$ cat config.mk
export PLATFORM = sky130hd
export DESIGN_NAME = wb_buffer
export DESIGN_NICKNAME = d
export VERILOG_FILES = /design/src/rtl/wb_buffer_pkg.sv /design/src/rtl/wb_buffer_match.sv /design/src/rtl/wb_buffer.sv
export SDC_FILE = /design/constraint.sdc
export NUM_CORES = 1
export LEC_CHECK = 0
export ABC_AREA = 1
export BUFFER_PORTS_ARGS = -buffer_cell sky130_fd_sc_hd__buf_4
export CORE_MARGIN = 2
export CORE_UTILIZATION = 25
export DETAILED_ROUTE_END_ITERATION = 12
export PLACE_DENSITY = 0.38
export SETUP_SLACK_MARGIN = 0.4
export SYNTH_ARGS = -nofsm -noshare
export SYNTH_HDL_FRONTEND = slang
export SYNTH_SLANG_ARGS = --single-unit
$ cat constraint.sdc
create_clock -name clk -period 5.5 [get_ports clk]
set_input_delay 0.275 -clock clk [delete_from_list [all_inputs] [get_ports clk]]
set_output_delay 0.275 -clock clk [all_outputs]
set_load 0.1 [all_outputs]
$ cat src/rtl/wb_buffer_pkg.sv
// Shared widths, depth and drain-state encodings for the write-back buffer.
package wb_buffer_pkg;
  localparam int MemAddr  = 16;
  localparam int MemValue = 16;
  localparam int WbDepth  = 4;

  typedef enum logic {
    WbIdle = 1'b0,
    WbReq  = 1'b1
  } wb_state_t;
endpackage

$ cat src/rtl/wb_buffer_match.sv
// DEPTH-way address comparator; among unmasked valid matches the youngest
// (closest to the tail) wins.
module wb_match #(
  parameter int ADDR_W = 16,
  parameter int DEPTH  = 4,
  parameter int PTR_W  = 2
) (
  input  logic [DEPTH-1:0][ADDR_W-1:0] addrs,
  input  logic [DEPTH-1:0]             valid,
  input  logic [DEPTH-1:0]             mask,
  input  logic [PTR_W-1:0]             head,
  input  logic [ADDR_W-1:0]            key,
  output logic                         hit,
  output logic [PTR_W-1:0]             idx
);
  always_comb begin
    logic [PTR_W-1:0] slot;
    hit  = 1'b0;
    idx  = head;
    slot = head;
    // Walk oldest to youngest so the last match seen is the youngest.
    for (int k = 0; k < DEPTH; k++) begin
      slot = head + PTR_W'(k);
      if (valid[slot] && !mask[slot] && addrs[slot] == key) begin
        hit = 1'b1;
        idx = slot;
      end
    end
  end
endmodule

$ cat src/rtl/wb_buffer.sv
// Write-back buffer: queues dirty evictions, coalesces repeats, drains to SRAM
// one write per ack, and lets the miss path snoop pending data.
module wb_buffer
  import wb_buffer_pkg::*;
#(
  parameter int ADDR_W = MemAddr,
  parameter int DATA_W = MemValue,
  parameter int DEPTH  = WbDepth
) (
  input  logic                     clk,
  input  logic                     rst,
  input  logic                     in_valid,
  input  logic [ADDR_W-1:0]        in_addr,
  input  logic [DATA_W-1:0]        in_value,
  output logic                     in_ready,
  input  logic [ADDR_W-1:0]        snoop_addr,
  output logic                     snoop_hit,
  output logic [DATA_W-1:0]        snoop_value,
  output logic                     mem_req,
  output logic [ADDR_W-1:0]        mem_addr,
  output logic [DATA_W-1:0]        mem_data,
  input  logic                     mem_ack,
  output logic                     empty,
  output logic [$clog2(DEPTH):0]   count
);
  localparam int PTR_W = $clog2(DEPTH);
  localparam int CNT_W = PTR_W + 1;

  logic [DEPTH-1:0][ADDR_W-1:0] addr_q;
  logic [DEPTH-1:0][DATA_W-1:0] data_q;
  logic [DEPTH-1:0]             valid_q;
  logic [PTR_W-1:0]             head, tail, next_head;
  wb_state_t                    state;

  logic             co_hit, sn_hit, full, coalesce, alloc, pop;
  logic [PTR_W-1:0] co_idx, sn_idx;
  logic [DEPTH-1:0] co_mask;

  // Only the head actually on the bus is protected from coalescing.
  assign co_mask   = (state == WbReq) ? (DEPTH'(1) << head) : '0;
  assign full      = (count == CNT_W'(DEPTH));
  assign coalesce  = in_valid && co_hit;
  assign alloc     = in_valid && !co_hit && !full;
  assign in_ready  = !in_valid || co_hit || !full;
  assign pop       = (state == WbReq) && mem_ack;
  assign next_head = head + PTR_W'(1);
  assign empty     = (count == '0);

  assign snoop_hit   = sn_hit;
  assign snoop_value = sn_hit ? data_q[sn_idx] : '0;

  wb_match #(.ADDR_W(ADDR_W), .DEPTH(DEPTH), .PTR_W(PTR_W)) u_coalesce (
    .addrs(addr_q), .valid(valid_q), .mask(co_mask), .head(head),
    .key(in_addr), .hit(co_hit), .idx(co_idx)
  );

  wb_match #(.ADDR_W(ADDR_W), .DEPTH(DEPTH), .PTR_W(PTR_W)) u_snoop (
    .addrs(addr_q), .valid(valid_q), .mask('0), .head(head),
    .key(snoop_addr), .hit(sn_hit), .idx(sn_idx)
  );

  always_ff @(posedge clk) begin
    if (alloc) begin
      addr_q[tail] <= in_addr;
      data_q[tail] <= in_value;
    end else if (coalesce) begin
      data_q[co_idx] <= in_value;
    end
  end

  always_ff @(posedge clk) begin
    if (!rst) begin
      valid_q <= '0;
      head    <= '0;
      tail    <= '0;
      count   <= '0;
    end else begin
      if (pop) begin
        valid_q[head] <= 1'b0;
        head          <= next_head;
      end
      if (alloc) begin
        valid_q[tail] <= 1'b1;
        tail          <= tail + PTR_W'(1);
      end
      count <= count + CNT_W'(alloc) - CNT_W'(pop);
    end
  end

  // A coalesce landing on the slot being loaded this edge is forwarded so the
  // freshest data goes out on the bus.
  always_ff @(posedge clk) begin
    if (!rst) begin
      state    <= WbIdle;
      mem_req  <= 1'b0;
      mem_addr <= '0;
      mem_data <= '0;
    end else begin
      case (state)
        WbIdle: begin
          if (count != '0) begin
            state    <= WbReq;
            mem_req  <= 1'b1;
            mem_addr <= addr_q[head];
            mem_data <= (coalesce && co_idx == head) ? in_value : data_q[head];
          end
        end
        WbReq: begin
          if (mem_ack) begin
            if (count > CNT_W'(1)) begin
              mem_addr <= addr_q[next_head];
              mem_data <= (coalesce && co_idx == next_head) ? in_value
                                                            : data_q[next_head];
            end else begin
              state   <= WbIdle;
              mem_req <= 1'b0;
            end
          end
        end
        default: state <= WbIdle;
      endcase
    end
  end
endmodule

## After elaboration in Yosys (flattened, before gate mapping)

Index checks and enable logic that the tools add are counted.
Widths: inputs -> output; s select.

- Register bits after elaboration: 173
- Input port bits: 52
- Output and inout port bits: 55
- Word-level logic and storage cells: 184

- Add/sub/neg operators: 6
- Magnitude comparators: 11
- Equality and inequality tests: 15
- Shifts and indexed selects: 1
- Multiplexer cells: 88
- Bitwise logic cells: 4
- Reductions and logical operators: 43

Operators by type and width:

| kind | count |
|---|---|
| $mux 16 | 18 |
| $bmux 16 s2 | 7 |
| $bwmux 64 | 3 |
| $eq 16x16->1 | 8 |
| $mux 64 | 2 |
| $demux 16 s2 | 2 |
| $pmux 16 s2 | 2 |
| $mux 1 | 28 |
| $logic_and 1x1->1 | 25 |
| $bmux 1 s2 | 12 |
| $lt 2x3->1 const B | 7 |
| $mux 4 | 4 |
| $mux 2 | 6 |
| $logic_not 1->1 | 11 |
| $ge 2x1->1 const B | 3 |
| $ne 2x2->1 const B | 3 |
| $reduce_and 3->1 | 2 |
| $add 2x1->2 const B | 2 |
| $add 2x2->2 const B | 2 |
| $and 4x4->4 | 1 |
| $demux 1 s2 | 2 |
| $eq 2x2->1 | 2 |
| $not 4->4 | 1 |
| $or 4x4->4 | 1 |
| 12 further kinds | 14 |

## Longest topological paths before layout

- Word-level depth: 17
- Mapped depth: 30

## Hierarchy

From an unflattened synthesis, not the netlist that was laid out.

- Cell total of the unflattened synthesis: 2,688
- Area, all modules: 16,463.3 µm²

By module, submodules not included:

| module | instances | cells each | area each (µm²) | seq. area each (µm²) |
|---|---|---|---|---|
| wb_buffer | 1 | 1,194 | 9,544.2 | 4,744.6 |
| wb_match | 2 | 747 | 3,459.6 | 0.0 |

## Worst setup path after synthesis

Ideal clock, no wire load.

- Kind: register -> output
- Start: reg head[1]
- End: out snoop_value[10]
- Arrival: 4,932 ps
- Data required time: 5,225 ps
- Path slack: 293 ps
- Cell stages (with the launch flop): 27
- Buffers on the path: 7
- Cells stage by stage: dfxtp_1 > inv_1 > buf_2 > buf_2 > clkbuf_1 > clkbuf_1 > ha_1 > buf_4 > inv_2 > buf_2 > nand3_1 > nand2_1 > inv_1 > nand2_1 > nand2_1 > nor2_1 > nand2_1 > nor3b_1 > inv_1 > nor2_1 > nand3_1 > o211ai_1 > nand2_2 > inv_1 > buf_6 > nand2_1 > a21oi_1

- Longest elaborated chain between the ends: 12
- Elaborated cells between the ends (all ways): 53
- Classes of those cells: 3 x add/sub; 4 x eq/ne; 34 x mux; 12 x reduce/logical

RTL lines:

| element | line | RTL |
|---|---|---|
| start, declared | wb_buffer.sv:32 | `logic [PTR_W-1:0] head, tail, next_head;` |
| start signal, assigned | wb_buffer.sv:80 | `head <= next_head;` |
| $add 2x1->2 (*) | -- |  |
| net next_head[1] | wb_buffer.sv:32 |  |
| parallel branches: the longest is 10 deep, another holds $bmux 16 s2 | -- |  |
| $mux 16 (*) | wb_buffer.sv:50 | `assign snoop_value = sn_hit ? data_q[sn_idx] : '0;` |
| end, declared | wb_buffer.sv:18 | `output logic [DATA_W-1:0] snoop_value,` |

Mark *: on every way through the listed nets, which the timed path passes. The select of a mux whose other input is x is not followed.

## Worst setup path after layout

- Start: reg head[0]
- End: out snoop_value[2]

The elaborated chain is that of the path after synthesis.

==> summary.md <==
| Metric | Value |
|---|---|
| Run status | `completed` |
| Detailed Place HPWL | `47.9 mm` |
| Largest net degree at the start of global routing | `120` |
| H-tree depth | `4` |
| Post-DR wirelength/cell | `22.6 um` |
| Synth cell types | `47` |
| Worst-path clk slew | `0.07 ns` |
| Total clock buffers created by CTS | `17` |
| Die H | `235 um` |
| Ys flop type | `edfxtp_1` |
| Layout Nets | `2147` |
| Post-layout minimum cycle time | `4.74 ns` |
| Reg area | `4750 um2` |
| Skew final | `0.0159 ns` |
| Synth warn | `0` |
| RSZ-0062 raised after global routing | `no` |
| Final hold viol count | `0` |
| Final worst path period share | `0.862` |
| Critical-path top delay cell | `dfxtp_4` |
| Average size of a mapped cell | `6.58 um2` |
| CTS sink cnt | `173` |
| Die Wd | `235 um` |
| IO Pins | `107` |
| Total congestion overflow | `0` |
| Rel. slew slack | `0.528` |
| PwrDens | `502 nW/um2` |
| CP Class | `reg2out` |
| Root Driver | `clkbuf_16` |
| Fin area | `15300 um2` |
| Worst Tran Pin Value | `0.707 ns` |
| Max incr delay on CP | `0.37 ns` |
| Initial antenna violation count | `2` |
| Worst-Skew Late Latency | `0.50 ns` |
| Setup TNS | `0 ns` |
| Nature of the critical path endpoint | `output pin` |
| Min-delay worst type | `in2reg` |
| Vias | `14143` |
| Synth Register Bits | `173` |
| # DRC | `0` |
| Die area | `55100 um2` |
| Cell Rows | `84` |
| Iter 0 DRT Violations | `1394` |
| Area growth, synth to finish | `15.1%` |
| Most common library cell in the layout ignoring fill and taps | `nand2_1` |
| Max clock buf depth | `2` |
| Total routed wirelength | `63.0 mm` |
| Worst-path cell chain | `inv_8 -> ha_2 -> inv_4 -> buf_4 -> nand3_1 -> nand2_1 -> nor2_1 -> a211oi_1 -> nand3_1 -> nor3_1 -> nand2_1 -> nand2_1 -> nand2_1 -> nand2_1 -> buf_6 -> nand2_1 -> nand2_1 -> nand2_1 -> a21oi_2 -> buf_4` |
| Static leakage | `6.92 nW` |
| Peak supply drop | `0.392 mV` |
| CTS tree | `built` |
| Critical path data required time | `5.22 ns` |
| Pre-antenna DRT Iters | `5` |
| Max-cap viol count | `0` |
| Syn Inst Count | `2021` |
| Layout cells sized above 1 | `0.114` |
| Final setup fails | `0` |
| Final WS setup | `0.757 ns` |
| Async set or reset register ratio after synthesis | `0` |
| Fillers | `5846` |
| All-layer global routing usage | `0.228` |
| Cell Area, Synth | `13300 um2` |
| Multi-input logic area | `7510 um2` |
| Syn Nets | `2086` |
| Area of the core | `52600 um2` |
| Worst EP arrival | `4.47 ns` |
| Post-place setup slack | `0.854 ns` |
| Slew Viols, Final | `0` |
| Port bufs | `106` |
| FMAX | `211 MHz` |
| N_diodes | `0` |
| Antenna viol nets, final | `0` |
| CP Launch Type | `flip-flop` |
| Crit path max fanout | `43` |
| CP most frequent cell | `nand2_1` |
| Pwr Total | `7.68 mW` |
| Starting Density | `0.253` |
| Via/cell ratio | `5.08` |
| GP Congestion | `0.986` |
| Sequential element share of the synthesized area | `0.357` |
| Cell Area, Placed | `14700 um2` |
| EDFF count, synth | `128` |
| Vias in the first global route | `13682` |
| First-pass GRT wire length | `92.8 mm` |
| Most frequent cells in the layout | `nand2_1, nand3_1, nor2_1` |
| Layout Utilization | `0.291` |
## worst max-delay path, delay by kind of cell, from the launching register on
kind / cells / cell delay [ns]
AOI/OAI and AO/OA: 2 / 0.46
adders and majority gates: 1 / 0.36
buffers and inverters: 5 / 1.28
DFF: 1 / 0.37
and+or+nand+nor: 12 / 1.44
## layout make-up
| cell class | instances | area share |
|---|---|---|
| clock buffers | 20 | 0.0292 |
| well taps | 688 | 0.0562 |
| clock inverters | 12 | 0.00744 |
| flip-flops and latches | 173 | 0.310 |
| inverters | 145 | 0.0366 |
| multi-input cells | 1607 | 0.491 |
| repair buffers | 138 | 0.0697 |
## cells by family after synthesis
kind of cell / count (synthesis) / share of synthesized area
buf+inv: 241 / 0.0845
xor+xnor: 27 / 0.0197
flops: 173 / 0.357
compound gates: 229 / 0.0956
simple gates: 1338 / 0.431
fa+ha+maj: 13 / 0.0128
## worst paths after layout
path | startpoint | endpoint | slack, ns | cells after the start
setup / recovery | head[0] | snoop_value[2] | 0.76 | 20
hold / removal | in_addr[10] | addr_q[26] | 0.04 | 1
setup reg to reg | head[0] | data_q[60] | 1.14 | 21
hold reg to reg | valid_q[1] | valid_q[1] | 0.49 | 2
## what timing repair did
action	4_1_cts	5_1_grt
hold endpoints to repair	4	0
pin swaps	0	0
gates resized for setup	3	5
hold buffers	1	0
cloned	0	0
setup buffers	0	1
endpoints found under the setup margin	16	16
## synthesized netlist by cell type, types with 4 or more instances
library cell	number	share of area
nor4_1	7	0.0033
nand3b_1	24	0.014
o22ai_1	7	0.0033
clkbuf_1	37	0.010
nand3_1	304	0.11
o21ai_0	128	0.048
nand3_2	5	0.0038
dfxtp_1	45	0.068
ha_1	12	0.011
a31oi_4	4	0.0064
inv_1	130	0.037
buf_4	13	0.0073
edfxtp_1	128	0.29
nand2_1	649	0.18
inv_2	12	0.0034
buf_6	17	0.014
buf_2	27	0.010
nand2_4	4	0.0034
a31oi_1	13	0.0061
nand2_2	14	0.0066
nand4_1	31	0.015
a21oi_1	66	0.025
nor3_1	11	0.0041
nor2_1	278	0.078
xor2_1	24	0.016
## through the flow
stage,hold slack [ns],std cells
floorplan,0.374,2021
global placement,0.470,2749
detailed placement,0.477,2749
CTS,0.00599,2782
global route,0.0327,2783
finish,0.0431,2783
## registers in the layout (all words and copies together), names as in the netlist
register,cells
data_q,64
mem_data,16
mem_req,1
valid_q,4
mem_addr,16
head,2
state,1
count,3
tail,2
addr_q,64
## routing by layer
metal / GRT usage / up-vias / share of wire
met4: 0.0853 / 2 / 0.030
met5: 0 / - / 0.00019
met3: 0.0520 / 84 / 0.065
li1: - / 6811 / -
met1: 0.310 / 6777 / 0.46
met2: 0.353 / 469 / 0.44
## power breakdown
group / internal [mW] / switching, mW / total, mW / leakage [nW]
Clock: 0.638 / 0.590 / 1.23 / 0.272
Combinational: 1.09 / 3.55 / 4.65 / 5.09
Sequential: 1.65 / 0.162 / 1.81 / 1.56
Note: power is estimated with default switching activity, not from simulation.
